===== src/rtl/mem_arbiter.sv =====
// mem_arbiter: shares one block-addressed main memory between dcache (rw) and icache (ro).
// Define MEM_ARB_RR_EN for round-robin on simultaneous requests; default gives dcache priority.
module mem_arbiter #(
    parameter int ADDR_W = 6,
    parameter int DATA_W = 32
) (
    input  logic              clk_i,
    input  logic              reset_i,
    input  logic              d_read_i,
    input  logic              d_write_i,
    input  logic [ADDR_W-1:0] d_address_i,
    input  logic [DATA_W-1:0] d_writedata_i,
    output logic [DATA_W-1:0] d_readdata_o,
    output logic              d_busywait_o,
    input  logic              i_read_i,
    input  logic [ADDR_W-1:0] i_address_i,
    output logic [DATA_W-1:0] i_readdata_o,
    output logic              i_busywait_o,
    output logic              mem_read_o,
    output logic              mem_write_o,
    output logic [ADDR_W-1:0] mem_address_o,
    output logic [DATA_W-1:0] mem_writedata_o,
    input  logic [DATA_W-1:0] mem_readdata_i,
    input  logic              mem_busywait_i
);
    typedef enum logic [1:0] {IDLE, GRANT, DONE} state_t;
    state_t state_q, state_d;
    logic owner_q, owner_d, started_q, started_d;
    logic d_req, i_req, owner_req, gnt, complete, pick;
    assign d_req     = d_read_i | d_write_i;
    assign i_req     = i_read_i;
    assign owner_req = owner_q ? i_req : d_req;
    assign gnt       = state_q == GRANT;
    assign complete  = gnt && started_q && !mem_busywait_i;
`ifdef MEM_ARB_RR_EN
    logic last_q, last_d;
    assign pick   = (d_req && i_req) ? !last_q : i_req;
    assign last_d = (state_q == IDLE && (d_req || i_req)) ? pick : last_q;
    always_ff @(posedge clk_i or posedge reset_i)
        if (reset_i) last_q <= 1'b0;
        else last_q <= last_d;
`else
    assign pick = !d_req;
`endif
    always_ff @(posedge clk_i or posedge reset_i) begin
        if (reset_i) begin
            state_q   <= IDLE;
            owner_q   <= 1'b0;
            started_q <= 1'b0;
        end else begin
            state_q   <= state_d;
            owner_q   <= owner_d;
            started_q <= started_d;
        end
    end
    always_comb begin
        state_d   = state_q;
        owner_d   = owner_q;
        started_d = started_q;
        case (state_q)
            IDLE: if (d_req || i_req) begin
                state_d   = GRANT;
                owner_d   = pick;
                started_d = 1'b0;
            end
            GRANT: begin
                started_d = started_q | mem_busywait_i;
                if (complete || !owner_req) state_d = DONE;
            end
            default: state_d = IDLE;
        endcase
    end
    // a simultaneous dcache read+write is treated as a write
    assign mem_read_o      = gnt && (owner_q ? i_read_i : (d_read_i && !d_write_i));
    assign mem_write_o     = gnt && !owner_q && d_write_i;
    assign mem_address_o   = !gnt ? '0 : (owner_q ? i_address_i : d_address_i);
    assign mem_writedata_o = (gnt && !owner_q) ? d_writedata_i : '0;
    assign d_busywait_o    = d_req && !(complete && !owner_q);
    assign i_busywait_o    = i_req && !(complete && owner_q);
    assign d_readdata_o    = mem_readdata_i;
    assign i_readdata_o    = mem_readdata_i;
endmodule


===== config.mk =====
export PLATFORM = sky130hd
export DESIGN_NAME = mem_arbiter
export DESIGN_NICKNAME = d
export VERILOG_FILES = /design/src/rtl/mem_arbiter.sv
export SDC_FILE = /design/constraint.sdc
export NUM_CORES = 1
export LEC_CHECK = 0
export BUFFER_PORTS_ARGS = -buffer_cell sky130_fd_sc_hd__buf_4
export CORE_AREA = 4 4 71 73
export CTS_BUF_LIST = sky130_fd_sc_hd__clkbuf_8
export CTS_CLUSTER_DIAMETER = 80
export DETAILED_ROUTE_END_ITERATION = 8
export DIE_AREA = 0 0 75 77
export PLACE_DENSITY_LB_ADDON = 0.15
export REMOVE_ABC_BUFFERS = 1
export SYNTH_ARGS = -nofsm -noshare
export SYNTH_HDL_FRONTEND = slang
export SYNTH_SLANG_ARGS = --single-unit
export TNS_END_PERCENT = 30

===== constraint.sdc =====
create_clock -name clk_i -period 1.65 [get_ports clk_i]
set_input_delay 0.33 -clock clk_i [delete_from_list [all_inputs] [get_ports clk_i]]
set_output_delay 0.33 -clock clk_i [all_outputs]
set_load 0.005 [all_outputs]

==> key figures, run 1 <==
Finish
  • Synthesis-to-finish area growth: 41.2%
  • FILL cells: 454
  • Post-route cell area: between 1500 and 2000 um^2
  • N_diodes: 0
  • Layout cells sized above 1: 64.4%
  • Total Nets Final: approximately 260

Floorplanning
  • I/O pin count: roughly 190
  • Die W: ~75 um
  • Initial Utilization: between 20 and 25%
  • Core footprint: between 4000 and 5000 um^2
  • Row cnt: 24
  • Die Span Y: 77 um
  • Die footprint: about 5800 um^2

Setup path
  • Critical Path RT: approximately 1300 ps
  • Crit end category: output port
  • Crit-path max FO: 9
  • Type of origin of the critical path: flop
  • Data arrival, critical path: approximately 1300 ps
  • CP Class: reg2out

Clock network
  • Maximum clock insertion buffer count: 2
  • CTS tree: done
  • Hold Buf Count CTS: 0
  • Clk_lat worst skew: 220 ps
  • CTS clock-pin slew for the worst setup and hold paths: 30 ps
  • CTS Root Buffer Type: clkbuf_8
  • CTS HTree Levels: 1
  • Num CTS Buffers: 3
  • Clock Sinks: 4

Routing
  • DRC viols: 0
  • Met3 routed WL: between 1500 and 2000 um
  • Via-to-Cell Ratio: approximately 4.7
  • M1 WL: approximately 2100 um
  • Antenna-violating nets left: 0
  • Total wire length: 6440 um
  • Met2 routed WL: between 2000 and 3000 um
  • Initial DRC Count: between 40 and 50
  • DR vias: approximately 1.1k
  • 1st-pass router iterations: 4
  • Post-detailed-route wirelength per cell: around 28 um
  • Top Layer Used: met5

STA
  • Count of final hold-check violations: 0
  • Unrepaired setup endpoints after global routing: yes
  • # setup viols final: 8
  • Max Slew Vio Count: 0
  • Fin Clk Skew: about 4.3 ps
  • FMAX: approximately 0.6 GHz
  • Part of the cycle the worst path needs: 101%
  • Final worst slack: -18.1 ps
  • Final Critical Period: 1670 ps
  • Worst Max-Slew Pin Slew: 219 ps
  • Max_slew headroom: a little under nine tenths

Run status
  • Status: finished with violations
  • Failing checks: negative setup slack

Yosys
  • Post-Synthesis Mean Instance Area: roughly 7.5 um^2
  • YS warnings: 0
  • Post-Syn Instances: between 100 and 150
  • Yosys reg bits: 4
  • Synth top area cells: buf_4 45%, and2_1 19%, dfrtp_1 9.4%
  • Register area share after synthesis: 9.40%
  • Area share of the largest cell type after synthesis: 45.1%
  • Distinct cells, synth: 18
  • Mapped Area: between 1000 and 1500 um^2
  • Synth area leader: buf_4

Hold path
  • Worst min-delay path category: in2async

Power and ir drop
  • Lkg Pwr: about 0.8 nW
  • Sw power: ~0.85 mW
  • Pwr Density: about 1500 nW/um^2
  • Reg power frac: 9.2%
  • Switch share: about 38%
  • Tot Pwr: about 2.2 mW
  • Internal: around 1.4 mW
  • Clock power share: between 9 and 10%
  • VDD IR max: about 0.61 mV
  • Comb pwr share: between 80% and 90%

Placement
  • IO buf count: 91
  • Final GP Congestion: 0.773
  • Placed Instance Area: around 1300 um^2
  • DP HPWL: 5460 um

Global route
  • Total global routing overflow: 0
  • Largest net degree at the start of global routing: 13
  • Initial antenna violation count: 0
  • Vias in the first global route: 1076
  • First-pass GRT wire length: around 8000 um
  • GRT Overall Usage: about 21%

Run
  • Max-Cap Viols: 0
[state kept, by name (all words and copies together) (netlist names)]
| signal | cells |
|---|---|
| started_q | 1 |
| state_q | 2 |
| owner_q | 1 |
[routing by layer]
| layer | vias up | track usage (%) |
|---|---|---|
| met5 | - | 8.08 |
| met4 | 2 | 5.34 |
| met3 | 8 | 23.3 |
| met2 | 145 | 28.1 |
| met1 | 469 | 20.1 |
| li1 | 455 | - |
[repair_timing]
item / in CTS / in global routing
endpoints found under the setup margin: 42 / 38
setup buffers: 7 / 2
pin swaps: 2 / 3
cloned: 2 / 0
resized for setup: 6 / 5
hold endpoints to repair: 0 / 0
[power by group through the flow]
stage | registers, mW | logic [mW] | clock network, mW
after CTS | 0.216 | 1.76 | 0.208
after global placement | 0.205 | 1.34 | 0
final | 0.207 | 1.83 | 0.204
after floorplan | 0.217 | 0.557 | 0
after detailed placement | 0.207 | 1.36 | 0
after global routing | 0.213 | 1.96 | 0.217
[cell families (layout without fill, tap and decap cells)]
group           after synthesis  in the layout  share of synthesized area [%]
compound gates                9              9                           5.41
buf+inv                      72            108                           51.5
flops                         4              4                           9.40
mux                           6              6                           5.64
simple gates                 51             53                           28.1
[path summary, 6_finish.rpt]
kind	to	cells after the start	slack, ps	start
worst max-delay path	mem_writedata_o[29]	5	-20	owner_q
worst min-delay path	state_q[1]	2	7	reset_i
worst max register to register	state_q[0]	4	460	owner_q
worst min register to register	started_q	2	530	started_q
max in group asynchronous	state_q[0]	2	1460	reset_i
min in group clk_i	owner_q	3	420	i_read_i
[area by class of cell]
type | instances | area, um^2 | area share [%]
Tap cell | 52 | 65.1 | 4.33
Clock buffer | 3 | 41.3 | 2.75
Timing Repair Buffer | 102 | 827 | 55.0
Sequential cell | 4 | 103 | 6.82
Multi-Input combinational cell | 68 | 457 | 30.4
Inverter | 3 | 11.3 | 0.749
[synth_stat cells, drive strengths merged]
cell type,number
and2,33
nor3,1
o21ai,1
nand2b,1
mux2i,6
o21a,1
buf,69
nand2,3
a31oi,1
a32o,1
inv,3
a21oi,5
nor2,11
nor2b,1
dfrtp,4
or3,1
[layout by cell type (no fill, tap or decap), drive strengths merged]
cell    instances
or3             1
clkbuf          3
a31oi           1
and2           33
nor2           13
mux2i           6
inv             3
buf           102
a21oi           5
o21ai           1
o21a            1
dfrtp           4
nand2           3
nand2b          1
a32o            1
nor3            1
nor2b           1
[worst max-delay path: stages (launching register included)]
cell and delay, ps:
dfrtp_2 460, buf_12 150, nor2_8 140, buf_12 130, and2_1 130, buf_4 110
[through the flow]
step	hold WS (ps)	setup WS [ps]	utilization [%]	cells	setup TNS, ps
after floorplan	96.1	176	-	73	0
after global placement	236	53.2	29.7	218	0
after detailed placement	236	-23.2	29.7	218	-23.2
after CTS	6.88	-32.2	33.6	230	-467
after global routing	16.7	-63.2	34.5	232	-1250
final	7.15	-18.1	34.5	232	-42.8
Note: power is estimated with default switching activity, not from simulation.
==> inputs of run 2 (changes only) <==
- REMOVE_ABC_BUFFERS: 1 -> not set
==> key figures, run 2 (synthesis results as in run 1) <==
Routing
  • DRC viols: 0 (unchanged)
  • DR vias: 927 (was 1079)
  • Post-detailed-route wirelength per cell: 14.2 um (was 27.8 um)
  • 1st-pass router iterations: 4 (unchanged)
  • Total wire length: 3260 um (was 6440 um)
  • Via-to-Cell Ratio: 4.03 (was 4.65)
  • Antenna-violating nets left: 0 (unchanged)
  • Initial DRC Count: 13 (was 45)

Clock network
  • Maximum clock insertion buffer count: 2 (unchanged)
  • Num CTS Buffers: 3 (unchanged)
  • CTS clock-pin slew for the worst setup and hold paths: 30 ps (about the same)
  • Clock Sinks: 4 (unchanged)
  • Clk_lat worst skew: 210 ps (was 220 ps)
  • CTS tree: done (unchanged)
  • CTS HTree Levels: 1 (unchanged)
  • CTS Root Buffer Type: clkbuf_8 (unchanged)

Setup path
  • Critical Path RT: 1320 ps (about the same)
  • CP Class: reg2out (unchanged)
  • Data arrival, critical path: 1320 ps (was 1340 ps)
  • FF-to-FF path depth: 4 (unchanged)
  • Crit-path max FO: 9 (unchanged)
  • Type of origin of the critical path: flop (unchanged)
  • Crit end category: output port (unchanged)

Power and ir drop
  • Comb pwr share: 79.0% (was 81.6%)
  • Clock power share: 9.7% (was 9.1%)
  • Sw power: 0.780 mW (was 0.846 mW)
  • VDD IR max: 0.450 mV (was 0.613 mV)
  • Switch share: 38.4% (was 37.8%)
  • Reg power frac: 11.2% (was 9.2%)
  • Pwr Density: 1390 nW/um^2 (was 1490 nW/um^2)
  • Internal: 1.25 mW (was 1.39 mW)
  • Lkg Pwr: 0.774 nW (was 0.798 nW)

STA
  • FMAX: 0.607 GHz (was 0.599 GHz)
  • Final worst slack: 3.82 ps (was -18.1 ps)
  • Max Slew Vio Count: 0 (unchanged)
  • Worst Max-Slew Pin Slew: 254 ps (was 219 ps)
  • Unrepaired setup endpoints after global routing: yes (unchanged)
  • # setup viols final: 0 (was 8)
  • Count of final hold-check violations: 0 (unchanged)
  • Fin Clk Skew: 1.79 ps (was 4.34 ps)
  • Max_slew headroom: 83.0% (was 85.3%)
  • Final Critical Period: 1650 ps (was 1670 ps)
  • Part of the cycle the worst path needs: 99.8% (was 101%)

Global route
  • GRT Overall Usage: 9.55% (was 20.7%)
  • Largest net degree at the start of global routing: 10 (was 13)
  • Initial antenna violation count: 0 (unchanged)
  • First-pass GRT wire length: 4380 um (was 8230 um)
  • Total global routing overflow: 0 (unchanged)
  • Vias in the first global route: 853 (was 1076)

Floorplanning
  • I/O pin count: 188 (unchanged)
  • Row cnt: 24 (unchanged)
  • Die W: 75 um (unchanged)
  • Die Span Y: 77 um (unchanged)
  • Die footprint: 5780 um^2 (unchanged)
  • Core footprint: 4350 um^2 (unchanged)
  • Initial Utilization: 24.5% (unchanged)

Hold path
  • WHS Path Cells: 3
  • Worst min-delay path category: in2reg (was in2async)

Placement
  • Final GP Congestion: 0.707 (was 0.773)
  • DP HPWL: 2530 um (was 5460 um)
  • DP Worst Slack: 72.3 ps (was -23.2 ps)
  • Placed insts: 219 (was 218)
  • IO buf count: 91 (unchanged)

Finish
  • Most frequent cells in the layout: 91 x buf_4, 32 x and2_1, 10 x nor2_1 (was 95 x buf_4, 29 x and2_1, 10 x nor2_1)
  • Regs by FF count: state_q x2, owner_q x1, started_q x1 (unchanged)
  • Reg with most FFs: state_q (unchanged)
  • Max FFs per register: 2 (unchanged)
  • Non-Filler Instances: 230 (was 232)
  • Synthesis-to-finish area growth: 37.3% (was 41.2%)
  • N_diodes: 0 (unchanged)
  • Leading cell type in the layout, fill and taps excluded: buf_4 (unchanged)
  • Layout cells sized above 1: 62.4% (was 64.4%)
  • Total Nets Final: 262 (was 264)
  • FILL cells: 463 (was 454)

Run
  • Max-Cap Viols: 0 (unchanged)

Run status
  • Status: finished, final reports clean (was finished with violations)

Yosys
  • Syn_nets: 224
==> run 2: changes by cell type in the layout (fill, tap and decap cells not counted), moves of 3 or more <==
cell	previous run	this run
and2_1	29	32
and2_4	4	1
buf_12	4	1
buf_4	95	91
buf_6	3	6
==> run 2: timing repair <==
action                     CTS  global route
hold endpoints to repair     4             0
pin swaps                    3             3
cloned                       2             0
buffers inserted             2             3
hold buffers                 1             0
gates resized for setup      4             9
setup endpoints to repair   42            42
==> run 2: critical path, stage by stage, from the launching register on <==
cell      delay (ps)
dfrtp_1          390
nand2b_4         220
nor2_4           130
buf_6            130
and2_1           130
buf_4            110
==> run 2: power groups by stage <==
stage,logic [mW],registers (mW),clock network (mW)
3_3_place_gp,1.36,0.210,0
3_5_place_dp,1.36,0.211,0
2_1_floorplan,0.870,0.186,0
5_1_grt,1.75,0.236,0.209
6_report,1.61,0.229,0.198
4_1_cts,1.52,0.239,0.206
==> run 2: path summary, 6_finish.rpt <==
check,from,to,slack (ps)
max in group asynchronous,reset_i,owner_q,940
worst max register to register,owner_q,state_q[0],390
worst min-delay path,i_read_i,owner_q,420
worst max-delay path,state_q[1],mem_writedata_o[10],4
min in group asynchronous,reset_i,owner_q,550
worst min register to register,started_q,started_q,530
==> run 2: per-layer routing <==
metal	GRT usage (%)	up-vias	routed length, um
li1	-	453	-
met1	9.38	403	1030
met2	17.3	59	1660
met3	3.92	12	524
met4	3.38	0	41
met5	0	-	0
==> run 2: area by class of cell <==
| type | count | area (um^2) | area share [%] |
|---|---|---|---|
| repair buffers | 100 | 786 | 53.8 |
| flip-flops and latches | 4 | 105 | 7.19 |
| inverters | 3 | 11.3 | 0.771 |
| multi-input cells | 68 | 453 | 31.0 |
| clock buffers | 3 | 41.3 | 2.83 |
| well taps | 52 | 65.1 | 4.45 |
==> run 2: metrics by stage <==
stage | hold slack [ps] | setup TNS (ps) | util (%) | instance area [um^2] | total power [mW]
2_1_floorplan | 96.1 | 0 | - | 1060 | 1.06
3_3_place_gp | 224 | 0 | 30.1 | 1310 | 1.57
3_5_place_dp | 225 | 0 | 30.1 | 1310 | 1.58
4_1_cts | 414 | -4.44 | 32.4 | 1410 | 1.97
5_1_grt | 457 | -1110 | 33.6 | 1460 | 2.20
6_report | 417 | 0 | 33.6 | 1460 | 2.03
==> inputs of run 3 (changes only) <==
==> constraint.sdc (replaced) <==
create_clock -name clk_i -period 1.65 [get_ports clk_i]
set_input_delay 0 -clock clk_i [delete_from_list [all_inputs] [get_ports clk_i]]
set_output_delay 0 -clock clk_i [all_outputs]
set_load 0.005 [all_outputs]
==> key figures, run 3 (synthesis results as in run 1) <==
Power and ir drop
  • Tot Pwr: 1.70 mW (was 2.03 mW)
  • Sw power: 0.661 mW (was 0.780 mW)
  • Comb pwr share: 74.2% (was 79.0%)
  • Lkg Pwr: 0.720 nW (was 0.774 nW)
  • Internal: 1.04 mW (was 1.25 mW)
  • VDD IR max: 0.742 mV (was 0.450 mV)
  • Clock power share: 12.1% (was 9.7%)
  • Pwr Density: 1270 nW/um^2 (was 1390 nW/um^2)
  • Switch share: 38.9% (was 38.4%)
  • Reg power frac: 13.7% (was 11.2%)

Finish
  • Synthesis-to-finish area growth: 25.4% (was 37.3%)
  • Most frequent cells in the layout: 92 x buf_4, 33 x and2_1, 10 x nor2_1 (was 91 x buf_4, 32 x and2_1, 10 x nor2_1)
  • Total Nets Final: 253 (was 262)
  • FILL cells: 473 (was 463)
  • Reg with most FFs: state_q (unchanged)
  • Leading cell type in the layout, fill and taps excluded: buf_4 (unchanged)
  • Layout cells sized above 1: 57.4% (was 62.4%)
  • Regs by FF count: state_q x2, owner_q x1, started_q x1 (unchanged)
  • Max FFs per register: 2 (unchanged)
  • N_diodes: 0 (unchanged)

Yosys
  • Syn_nets: 224 (unchanged)

Clock network
  • CTS clock-pin slew for the worst setup and hold paths: 30 ps (about the same)
  • Clock Sinks: 4 (unchanged)
  • CTS Root Buffer Type: clkbuf_8 (unchanged)
  • Num CTS Buffers: 3 (unchanged)
  • CTS tree: done (unchanged)
  • CTS HTree Levels: 1 (unchanged)
  • Maximum clock insertion buffer count: 2 (unchanged)
  • Clk_lat worst skew: 220 ps (was 210 ps)

Floorplanning
  • Die Span Y: 77 um (unchanged)
  • I/O pin count: 188 (unchanged)
  • Die W: 75 um (unchanged)
  • Die footprint: 5780 um^2 (unchanged)
  • Row cnt: 24 (unchanged)
  • Core footprint: 4350 um^2 (unchanged)
  • Initial Utilization: 24.5% (unchanged)

Global route
  • First-pass GRT wire length: 3880 um (was 4380 um)
  • Total global routing overflow: 0 (unchanged)
  • Largest net degree at the start of global routing: 35 (was 10)
  • GRT Overall Usage: 8.59% (was 9.55%)
  • GRT Max-Usage Layer: met2 (unchanged)
  • Met3 Track Usage GR: 4.31% (was 3.92%)
  • Met1 Usage GRT: 8.83% (was 9.38%)
  • Initial antenna violation count: 0 (unchanged)
  • Vias in the first global route: 777 (was 853)
  • GRT met2 Usage: 15.2% (was 17.3%)

Placement
  • DP HPWL: 2450 um (was 2530 um)
  • DP Worst Slack: 349 ps (was 72.3 ps)
  • IO buf count: 91 (unchanged)
  • Final GP Congestion: 0.703 (was 0.707)

STA
  • FMAX: 0.666 GHz (was 0.607 GHz)
  • Count of final hold-check violations: 0 (unchanged)
  • Part of the cycle the worst path needs: 91.0% (was 99.8%)
  • Worst Max-Slew Pin Slew: 621 ps (was 254 ps)
  • Final Critical Period: 1500 ps (was 1650 ps)
  • Post-route setup TNS: 0 ps (unchanged)
  • Final worst slack: 148 ps (was 3.82 ps)
  • Fin Clk Skew: 5.00 ps (was 1.79 ps)
  • # setup viols final: 0 (unchanged)
  • Unrepaired setup endpoints after global routing: no (was yes)
  • Max_slew headroom: 58.6% (was 83.0%)
  • Max Slew Vio Count: 0 (unchanged)

Run
  • Max-Cap Viols: 0 (unchanged)

Routing
  • Total wire length: 2900 um (was 3260 um)
  • DRC viols: 0 (unchanged)
  • Post-detailed-route wirelength per cell: 13.1 um (was 14.2 um)
  • 1st-pass router iterations: 4 (unchanged)
  • Antenna-violating nets left: 0 (unchanged)
  • Initial DRC Count: 23 (was 13)
  • Via-to-Cell Ratio: 4.00 (was 4.03)
  • DR vias: 885 (was 927)

Setup path
  • Crit end category: output port (unchanged)
  • CP Class: reg2out (unchanged)
  • Crit-path max FO: 34 (was 9)
  • Type of origin of the critical path: flop (unchanged)
  • Data arrival, critical path: 1500 ps (was 1320 ps)
  • Critical Path RT: 1650 ps (was 1320 ps)

Hold path
  • Worst min-delay path category: in2out (was in2reg)

Run status
  • Status: finished, final reports clean (unchanged)
[run 3: cell count changes in the layout (fill, tap and decap cells not counted)]
cell / previous run / this run
buf_6: 6 / 0
dfrtp_1: 2 / 4
nor2_4: 2 / 0
a21oi_1: 4 / 5
a21oi_2: 1 / 0
and2_1: 32 / 33
and2_4: 1 / 0
buf_12: 1 / 0
buf_4: 91 / 92
clkbuf_2: 1 / 0
dfrtp_2: 1 / 0
dfrtp_4: 1 / 0
nand2b_1: 0 / 1
nand2b_4: 1 / 0
[run 3: final timing paths]
path,start,endpoint,slack [ps],depth (start not counted)
max,owner_q,mem_writedata_o[3],150,3
min in group asynchronous,reset_i,state_q[0],220,3
max reg2reg,owner_q,state_q[0],390,3
max in group asynchronous,reset_i,state_q[1],1270,3
min reg2reg,state_q[1],owner_q,550,2
min,mem_readdata_i[11],d_readdata_o[11],0.003,0
[run 3: cell type report]
type	instances	area [um^2]	area share (%)
timing repair buffer	93	701	52.5
sequential	4	100	7.50
tap	52	65.1	4.87
clock buffer	3	41.3	3.09
inverter	3	11.3	0.843
multi-input combinational	66	417	31.2
[run 3: worst max-delay path: stages, from the launching register on]
cell     delay [ps]
dfrtp_1         590
nor2_8          390
and2_1          190
buf_4           110
[run 3: per-layer routing]
layer,vias up,routed length (um)
met5,-,0
met4,0,27
met3,10,521
met2,61,1410
met1,382,946
li1,432,-
[run 3: what timing repair did]
item                      CTS  global route
hold endpoints to repair    4             0
buffers inserted            0             0
gates resized for setup     0             0
hold buffers                1             0
[run 3: power groups by stage]
stage / combinational [mW] / clock, mW / sequential, mW
after global routing: 1.38 / 0.225 / 0.241
after floorplan: 0.870 / 0 / 0.186
after detailed placement: 1.28 / 0 / 0.233
final: 1.26 / 0.206 / 0.233
after global placement: 1.28 / 0 / 0.229
after CTS: 1.29 / 0.213 / 0.232
[run 3: stage by stage]
step	instance area [um^2]	utilization (%)	cells	hold WS, ps
3_5_place_dp	1280	29.5	217	-96.0
4_1_cts	1340	30.7	221	0.0512
2_1_floorplan	1060	-	142	-234
5_1_grt	1340	30.7	221	0.0117
6_report	1340	30.7	221	0.00289
3_3_place_gp	1280	29.5	217	-103
